[src/rtl/uart_pkg.sv]
`default_nettype none
// ============================================================================
// Module   : uart_pkg
// Purpose  : Shared constants and FSM state encoding for the UART receive
//            path (uart_rx_byte, uart_sync2, and future transmitter loopback).
// Contents : UART_DATA_BITS, UART_IDLE_LEVEL, uart_state_t, ST_* state codes.
// Revision : 1.0  initial release
// ============================================================================
package uart_pkg;

  localparam int   UART_DATA_BITS  = 8;
  localparam logic UART_IDLE_LEVEL = 1'b1;

  typedef logic [2:0] uart_state_t;

  // PARITY keeps its code in every build so encodings stay stable across
  // configurations (useful when comparing traces between builds).
  localparam logic [2:0] ST_IDLE      = 3'd0;
  localparam logic [2:0] ST_START     = 3'd1;
  localparam logic [2:0] ST_DATA      = 3'd2;
  localparam logic [2:0] ST_PARITY    = 3'd3;
  localparam logic [2:0] ST_STOP      = 3'd4;
  localparam logic [2:0] ST_WAIT_HIGH = 3'd5;

endpackage
`default_nettype wire

[src/rtl/uart_sync2.sv]
`default_nettype none
// ============================================================================
// Module   : uart_sync2
// Purpose  : Two-flop synchroniser for an asynchronous serial line. Both
//            flops reset to the UART idle level so that a reset never looks
//            like a start bit to downstream logic.
// Ports    : clk   in  system clock
//            rst_n in  asynchronous active-low reset
//            d     in  asynchronous input
//            q     out synchronised output
// Revision : 1.0  initial release
// ============================================================================
module uart_sync2
  import uart_pkg::*;
(
  input  logic clk,
  input  logic rst_n,
  input  logic d,
  output logic q
);

  logic r_meta;
  logic r_sync;

  always_ff @(posedge clk or negedge rst_n) begin
    if (!rst_n) begin
      r_meta <= UART_IDLE_LEVEL;
      r_sync <= UART_IDLE_LEVEL;
    end else begin
      r_meta <= d;
      r_sync <= r_meta;
    end
  end

  assign q = r_sync;

endmodule
`default_nettype wire

[src/rtl/uart_rx_byte.sv]
`default_nettype none
// ============================================================================
// Module   : uart_rx_byte
// Purpose  : UART receiver (8N1, or 8E1 with UART_RX_PARITY_EN defined).
//            Mid-bit sampling from a bit-period counter, stop/parity checking,
//            and a one-byte holding register with a valid/ready handshake.
// Params   : CLKS_PER_BIT  clk cycles per serial bit (>= 4)
//            CNT_W         counter width, 2**CNT_W > CLKS_PER_BIT
// Ports    : clk          in   system clock
//            rst_n        in   asynchronous active-low reset
//            uart_rxd     in   serial line, idle high, asynchronous
//            rx_enable    in   accept new frames (looked at in IDLE only)
//            rx_ready     in   consumer takes byte when rx_valid=1
//            rx_data_out  out  received byte, LSB first on the wire
//            rx_valid     out  holding register full
//            frame_err    out  1-cycle pulse: bad stop/parity, byte dropped
//            overrun      out  1-cycle pulse: register full, new byte dropped
// Macro    : UART_RX_PARITY_EN  adds an even-parity bit between data and stop
// Revision : 1.0  initial release
// ============================================================================
module uart_rx_byte
  import uart_pkg::*;
#(
  parameter int CLKS_PER_BIT = 87,
  parameter int CNT_W        = 8
) (
  input  logic                      clk,
  input  logic                      rst_n,
  input  logic                      uart_rxd,
  input  logic                      rx_enable,
  input  logic                      rx_ready,
  output logic [UART_DATA_BITS-1:0] rx_data_out,
  output logic                      rx_valid,
  output logic                      frame_err,
  output logic                      overrun
);

  localparam int               c_idx_w    = $clog2(UART_DATA_BITS);
  localparam logic [CNT_W-1:0] c_half_last = CNT_W'(CLKS_PER_BIT / 2 - 1);
  localparam logic [CNT_W-1:0] c_bit_last  = CNT_W'(CLKS_PER_BIT - 1);
  localparam logic [c_idx_w-1:0] c_idx_last = c_idx_w'(UART_DATA_BITS - 1);

`ifdef UART_RX_PARITY_EN
  localparam logic [2:0] c_after_data = ST_PARITY;
`else
  localparam logic [2:0] c_after_data = ST_STOP;
`endif

  logic                      w_rxs;
  logic                      w_par_err;
  uart_state_t               r_state;
  logic [CNT_W-1:0]          r_cnt;
  logic [c_idx_w-1:0]        r_bit_idx;
  logic [UART_DATA_BITS-1:0] r_shift;
  logic [UART_DATA_BITS-1:0] r_data;
  logic                      r_valid;
  logic                      r_frame_err;
  logic                      r_overrun;

  uart_sync2 u_sync (
    .clk   (clk),
    .rst_n (rst_n),
    .d     (uart_rxd),
    .q     (w_rxs)
  );

`ifdef UART_RX_PARITY_EN
  logic r_par_err;
  assign w_par_err = r_par_err;
`else
  assign w_par_err = 1'b0;
`endif

  always_ff @(posedge clk or negedge rst_n) begin
    if (!rst_n) begin
      r_state     <= ST_IDLE;
      r_cnt       <= '0;
      r_bit_idx   <= '0;
      r_shift     <= '0;
      r_data      <= '0;
      r_valid     <= 1'b0;
      r_frame_err <= 1'b0;
      r_overrun   <= 1'b0;
`ifdef UART_RX_PARITY_EN
      r_par_err   <= 1'b0;
`endif
    end else begin
      r_frame_err <= 1'b0;
      r_overrun   <= 1'b0;

      // Consumer handshake; a delivery later in this block overrides it.
      if (r_valid && rx_ready) begin
        r_valid <= 1'b0;
      end

      case (r_state)
        ST_IDLE: begin
          if (rx_enable && (w_rxs != UART_IDLE_LEVEL)) begin
            r_state <= ST_START;
            r_cnt   <= '0;
          end
        end

        ST_START: begin
          if (r_cnt == c_half_last) begin
            r_cnt <= '0;
            if (w_rxs == UART_IDLE_LEVEL) begin
              r_state <= ST_IDLE;              // glitch, not a real start bit
            end else begin
              r_state   <= ST_DATA;
              r_bit_idx <= '0;
            end
          end else begin
            r_cnt <= r_cnt + 1'b1;
          end
        end

        ST_DATA: begin
          if (r_cnt == c_bit_last) begin
            r_cnt     <= '0;
            r_shift   <= {w_rxs, r_shift[UART_DATA_BITS-1:1]};
            r_bit_idx <= r_bit_idx + 1'b1;
            if (r_bit_idx == c_idx_last) begin
              r_state <= c_after_data;
            end
          end else begin
            r_cnt <= r_cnt + 1'b1;
          end
        end

`ifdef UART_RX_PARITY_EN
        ST_PARITY: begin
          if (r_cnt == c_bit_last) begin
            r_cnt     <= '0;
            r_par_err <= ^{r_shift, w_rxs};    // even parity over data+parity
            r_state   <= ST_STOP;
          end else begin
            r_cnt <= r_cnt + 1'b1;
          end
        end
`endif

        ST_STOP: begin
          if (r_cnt == c_bit_last) begin
            r_cnt <= '0;
            if (w_rxs != UART_IDLE_LEVEL) begin
              r_frame_err <= 1'b1;
              r_state     <= ST_WAIT_HIGH;     // line held low: maybe a break
            end else if (w_par_err) begin
              r_frame_err <= 1'b1;
              r_state     <= ST_IDLE;
            end else begin
              r_state <= ST_IDLE;
              if (!r_valid || rx_ready) begin
                r_data  <= r_shift;
                r_valid <= 1'b1;
              end else begin
                r_overrun <= 1'b1;
              end
            end
          end else begin
            r_cnt <= r_cnt + 1'b1;
          end
        end

        ST_WAIT_HIGH: begin
          if (w_rxs == UART_IDLE_LEVEL) begin
            r_state <= ST_IDLE;
          end
        end

        default: begin
          r_state <= ST_IDLE;
        end
      endcase
    end
  end

  assign rx_data_out = r_data;
  assign rx_valid    = r_valid;
  assign frame_err   = r_frame_err;
  assign overrun     = r_overrun;

endmodule
`default_nettype wire

[config.mk]
export PLATFORM = sky130hd
export DESIGN_NAME = uart_rx_byte
export DESIGN_NICKNAME = d
export VERILOG_FILES = /design/src/rtl/uart_pkg.sv /design/src/rtl/uart_sync2.sv /design/src/rtl/uart_rx_byte.sv
export SDC_FILE = /design/constraint.sdc
export NUM_CORES = 1
export LEC_CHECK = 0
export ABC_AREA = 1
export BUFFER_PORTS_ARGS = -buffer_cell sky130_fd_sc_hd__buf_2
export CORE_AREA = 2 2 64 60
export CTS_BUF_LIST = sky130_fd_sc_hd__clkbuf_8 sky130_fd_sc_hd__clkbuf_16
export DETAILED_ROUTE_END_ITERATION = 8
export DIE_AREA = 0 0 66 62
export PLACE_DENSITY = 0.69
export SLEW_MARGIN = 0
export SYNTH_ARGS = -nofsm -noshare
export SYNTH_HDL_FRONTEND = slang
export SYNTH_SLANG_ARGS = --single-unit
[constraint.sdc]
create_clock -name clk -period 3.9 [get_ports clk]
set_input_delay 0.78 -clock clk [delete_from_list [all_inputs] [get_ports clk]]
set_output_delay 0.78 -clock clk [all_outputs]
set_load 0.005 [all_outputs]
==> impl_metrics.csv, run 1 <==
group,metric,value,unit
pwr,p_leak,0.00100,µW
detailed_routing,highest_layer,"met4",
setup_path,critical_path.slowest_cell,"dfrtp_1",
cells_and_area,fin_nets,232,
synthesis,ys_seq_area_share,51.1,%
pwr,p_comb_share,33.0,%
placed_design,gp_congestion,0.855,
pwr,power_density,542,nW/µm²
placed_design,port_buffers,15,
min_path,hp-start,"u_sync.r_meta",
timing,finalSetupViolCount,0,
floorplanning,core,3520,µm²
setup_path,critPathLaunch,"r_cnt[0]",
setup_path,worst_setup_path_end_kind,"flip-flop",
setup_path,critPathLaunchType,"flip-flop",
synthesis,synthAdderAreaFrac,2.91,%
setup_path,critPathMaxFanout,17,
setup_path,cp_cell_sequence,"inv_1 > ha_1 > nand2_1 > nor2_4 > nand3_2 > nand2_1 > nand2_1 > nand2_1 > nand2_1",
setup_path,crit_path_frequent_cell,"nand2_1",
synthesis,synth_top_area_share,48.0,%
timing,setup_tns,0,ns
floorplanning,dieHeight,62,µm
pwr,sw_frac_of_total,39.1,%
cells_and_area,filler_cell_count,348,
timing,finalCriticalPeriod,1.65,ns
setup_path,crit_buf_inv,1,
synthesis,muxShareOfSynthArea,0,%
setup_path,cp.required,4.07,ns
floorplanning,io_pins,16,
global_route,grt_pass1_wl,4970,µm
cells_and_area,drive_above_1_share,19.2,%
pwr,seq_power_share,44.1,%
global_route,grt_pass1_vias,1151,
setup_path,rr_startpoint,"r_cnt[0]",
timing,rsz0062_at_grt,"false",
cells_and_area,final_cell_mix,"nand2_1 (64), dfrtp_1 (33), inv_1 (26), nand3_1 (16), buf_2 (15)",
cells_and_area,areaGrowthSynthToFinish,11.5,%
setup_path,max_stage_delay,0.42,ns
synthesis,synthTopCellsByArea,"dfrtp_1 (48%), nand2_1 (14%), inv_1 (5.2%)",
detailed_routing,wl_per_cell,10.9,µm
min_path,holdCritPathClass,"reg2reg",
placed_design,hpwlAfterDp,2190,µm
cells_and_area,n_antenna_cell,0,
clock_network,cts_sinks,35,
clock_network,cts_buffers,5,
timing,drv_slew,0,
global_route,grt_overflow,0,
synthesis,synth_seq_cells,35,
synthesis,synth_edf_count,0,
floorplanning,dieArea,4090,µm²
detailed_routing,drtIter0Drc,78,
pwr,internal-power,632,µW
clock_network,htreeDepth,2,
timing,hold_violations,0,
detailed_routing,drt-pass1-iter-count,4,
synthesis,synth_xor_area_share,1.53,%
clock_network,ctsHoldBuffers,0,
cells_and_area,final_common_cell,"nand2_1",
synthesis,syn_area,1720,µm²
clock_network,cts_root_buf,"clkbuf_8",
floorplanning,start_util,48.9,%
timing,timing.fmax,605,MHz
detailed_routing,vias_per_cell,4.68,
run_status,status,"finished, final reports clean",
timing,post-route-period-util,42.4,%
timing,max-slew-margin-rel,50.6,%
synthesis,synth-compound-area-share,8.65,%
clock_network,tritoncts,"built",
cells_and_area,multi_input_area,728,µm²
setup_path,crit_type,"reg2reg",
pwr,p_sw,407,µW
synthesis,synth_flop_cell,"dfrtp_1",
floorplanning,rows,21,
synthesis,syn_inst,203,
synthesis,synth_nets,212,
timing,worstMarginPinSlew,0.741,ns
synthesis,async_flop_share,100,%
global_route,antenna_found_initial,0,
detailed_routing,routedLengthMet1,1540,µm
timing,whs,0.361,ns
synthesis,synth_top_family_by_area,"simple AND/OR/NAND/NOR gates",
clock_network,cts_setup_buffers,0,
synthesis,yosys.area_share.simple,29.2,%
setup_path,critPathArrivalTime,1.82,ns
clock_network,clk_path_buf_depth,2,
detailed_routing,wl_met3,104,µm
synthesis,synthDistinctLibCells,24,
clock_network,postCtsResizedCells,0,
synthesis,synth_top_area_cell,"dfrtp_1",
synthesis,yosysWarnings,0,
clock_network,clk_latency,0.28,ns
floorplanning,dieWidth,66,µm
global_route,track_usage,16.5,%
pwr,clkPwrFrac,22.9,%
global_route,grt_max_degree,36,
detailed_routing,route.vias.total,1264,
clock_network,cts.clk_slew.worst_paths,0.07,ns
timing,finalClockSkew,0.00431,ns
synthesis,avgSynthCellArea,8.47,µm²
detailed_routing,drt_wl_total,2960,µm
pwr,peakVddDrop,0.286,mV
detailed_routing,route.detailed.drc,0,
cells_and_area,ff_latch_area,878,µm²
flow_run,maxCapViolations,0,
detailed_routing,wl_met2,1270,µm
setup_path,cp_top_family,"simple AND/OR/NAND/NOR gates",
detailed_routing,ant_nets,0,
-- flip-flops by register name, indices dropped and copies added, names as in the netlist --
name	cells
r_cnt	8
r_shift	8
rx_data_out	8
r_bit_idx	3
r_state	3
frame_err	1
overrun	1
rx_valid	1
u_sync.q	1
u_sync.r_meta	1
-- Yosys cell counts (2+ instances only) --
cell type  count
nand2_1       64
nand4_1        3
nand3_2        2
o21ai_1        3
nor2_2         2
inv_1         24
a21oi_1        2
o21ai_0        9
o21ai_2        9
nand2_2        3
xor2_1         2
dfrtp_1       33
inv_2          2
nor2_1        13
dfstp_2        2
nand3b_1       4
ha_1           4
nand3_1       16
-- power by group through the flow --
stage	sequential, µW	combinational [µW]	clock (µW)
2_1_floorplan	453	270	0
3_3_place_gp	463	341	0
3_5_place_dp	463	345	0
4_1_cts	457	347	247
5_1_grt	465	395	259
6_report	458	343	238
-- routing by layer --
metal,track usage [%],vias to the layer above
met5,0,-
met4,7.00,0
met3,4.86,5
met2,25.1,15
met1,22.3,558
li1,-,686
-- path summary, 6_finish.rpt --
kind / to / slack (ns) / depth (start not counted)
max reg2reg: r_bit_idx[1] / 2.25 / 9
max in group asynchronous: r_shift[2] / 2.86 / 1
min: u_sync.q / 0.36 / 0
max: r_bit_idx[1] / 2.25 / 9
min in group asynchronous: r_cnt[1] / 0.56 / 1
min reg2reg: u_sync.q / 0.36 / 0
-- kinds of logic after synthesis --
| family | count (synthesis) |
|---|---|
| AO/OA/AOI/OAI | 23 |
| XOR/XNOR | 3 |
| adder cells (fa/ha/maj) | 4 |
| flip-flops | 35 |
| AND/OR/NAND/NOR | 110 |
| buffers and inverters | 28 |
-- final cells by class --
type,instances,area share (%)
clock buffer,5,3.59
clock inverter,3,0.652
inverter,26,5.09
multi-input combinational,140,38.0
sequential,35,45.8
tap,46,3.00
timing repair buffer,15,3.91
-- through the flow --
stage,utilization (%),power [µW],worst slack [ns],instance area [µm²],instances
after floorplan,-,723,2.43,1720,203
after global placement,52.2,804,2.21,1840,262
after detailed placement,52.2,808,2.22,1840,262
after CTS,54.5,1050,2.22,1920,270
after global routing,54.5,1120,2.02,1920,270
final,54.5,1040,2.25,1920,270
-- worst reg2reg max path: stages (launching register included) --
cell,delay (ns)
dfrtp_1,0.42
inv_1,0.07
ha_1,0.13
nand2_1,0.10
nor2_4,0.12
nand3_2,0.26
nand2_1,0.21
nand2_1,0.11
nand2_1,0.07
nand2_1,0.05
Power figures use the tool's default switching activity.
==> run 2, diff against run 1 <==
==> constraint.sdc (replaced) <==
create_clock -name clk -period 1.7 [get_ports clk]
set_input_delay 0.34 -clock clk [delete_from_list [all_inputs] [get_ports clk]]
set_output_delay 0.34 -clock clk [all_outputs]
set_load 0.005 [all_outputs]
==> impl_metrics.csv, run 2 (same netlist as run 1, synthesis figures left out) <==
group,metric,value,unit
clock_network,tritoncts,"built",
timing,drv_slew,0,
floorplanning,rows,21,
clock_network,cts_sinks,35,
cells_and_area,final_cells,272,
pwr,peakVddDrop,0.787,mV
detailed_routing,drt-pass1-iter-count,4,
placed_design,place_inst,264,
floorplanning,dieWidth,66,µm
timing,post-route-period-util,90.7,%
clock_network,clk_latency,0.29,ns
min_path,holdCritPathClass,"in2async",
timing,worstMarginPinSlew,0.428,ns
floorplanning,dieArea,4090,µm²
clock_network,htreeDepth,2,
placed_design,hpwlAfterDp,2150,µm
run_status,status,"finished, final reports clean",
detailed_routing,drt_wl_total,2990,µm
detailed_routing,route.vias.total,1315,
timing,finalCriticalPeriod,1.54,ns
timing,timing.fmax,649,MHz
cells_and_area,drive_above_1_share,20.4,%
cells_and_area,final_cell_mix,"nand2_1 (64), dfrtp_1 (33), inv_1 (25), nand3_1 (16), buf_2 (15)",
placed_design,port_buffers,15,
global_route,antenna_found_initial,0,
global_route,grt_max_degree,36,
detailed_routing,vias_per_cell,4.83,
placed_design,gp_congestion,0.844,
flow_run,maxCapViolations,0,
clock_network,cts_buffers,5,
detailed_routing,ant_nets,0,
placed_design,post-place-ws,0.157,ns
detailed_routing,wl_per_cell,11.0,µm
cells_and_area,final_common_cell,"nand2_1",
cells_and_area,fin_nets,234,
pwr,p_leak,0.00103,µW
cells_and_area,areaGrowthSynthToFinish,15.3,%
timing,setup_tns,0,ns
clock_network,cts_root_buf,"clkbuf_8",
floorplanning,core,3520,µm²
timing,finalClockSkew,0.00539,ns
timing,worst_slack,0.158,ns
setup_path,critPathLaunchType,"flip-flop",
setup_path,critPathMaxFanout,16,
floorplanning,io_pins,16,
pwr,power_density,1360,nW/µm²
placed_design,dpl_cell_area,1850,µm²
global_route,grt_overflow,0,
timing,whs,0.0656,ns
clock_network,clk_path_buf_depth,2,
cells_and_area,multi_input_area,728,µm²
setup_path,worst_setup_path_end_kind,"flip-flop",
clock_network,ctsHoldBuffers,0,
floorplanning,dieHeight,62,µm
setup_path,crit_type,"reg2reg",
clock_network,postCtsResizedCells,0,
timing,max-slew-margin-rel,71.5,%
clock_network,cts_setup_buffers,0,
detailed_routing,drtIter0Drc,89,
timing,rsz0062_at_grt,"false",
cells_and_area,filler_cell_count,335,
timing,hold_violations,0,
floorplanning,start_util,48.9,%
cells_and_area,ff_latch_area,878,µm²
setup_path,critPathArrivalTime,1.72,ns
clock_network,cts.clk_slew.worst_paths,0.07,ns
global_route,grt_pass1_wl,5040,µm
setup_path,cp.required,1.88,ns
detailed_routing,route.detailed.drc,0,
cells_and_area,n_antenna_cell,0,
global_route,grt_pass1_vias,1100,
timing,finalSetupViolCount,0,
global_route,track_usage,16.8,%
cells_and_area,fin_area,1980,µm²
==> run 2: path summary, 6_finish.rpt <==
kind	start	cells past startpoint	endpoint	slack (ns)
max reg2reg	r_cnt[0]	9	rx_data_out[1]	0.16
min reg2reg	u_sync.r_meta	0	u_sync.q	0.36
min in group clk	uart_rxd	1	u_sync.r_meta	0.15
max	r_cnt[0]	9	rx_data_out[1]	0.16
max in group asynchronous	rst_n	2	u_sync.q	1.30
min	rst_n	2	r_cnt[7]	0.07
==> run 2: per-layer routing <==
metal / vias to the layer above / GRT usage (%) / wire length [µm]
li1: 686 / - / -
met5: - / 0 / 0
met4: 0 / 5.25 / 29
met2: 25 / 22.9 / 1300
met1: 599 / 24.9 / 1530
met3: 5 / 5.95 / 139
==> run 2: power breakdown <==
part | switching, µW | internal (µW) | total [µW] | leakage [µW]
clock | 294 | 580 | 874 | 0.0000695
combinational | 542 | 243 | 785 | 0.000486
sequential | 114 | 934 | 1050 | 0.000477
total | 950 | 1760 | 2710 | 0.00103
==> run 2: worst max-delay path: stages (launching register included) <==
cell,delay (ns)
dfrtp_1,0.42
inv_1,0.07
ha_1,0.14
nand2_1,0.09
nor2_4,0.12
nand2_2,0.10
inv_2,0.09
nand3_4,0.19
nand2_1,0.14
o21ai_2,0.06
==> run 2: cell type report <==
type,instances,area share (%)
multi-input cells,140,36.7
clock buffers,5,3.47
repair buffers,17,4.54
flip-flops and latches,35,44.3
well taps,46,2.90
inverters,26,4.92
clock inverters,3,3.22
==> run 2: stage by stage <==
stage	power (µW)	util, %
floorplan	1660	-
finish	2710	56.4
detailed placement	1850	52.6
global route	2900	56.4
global placement	1850	52.6
CTS	2730	56.4
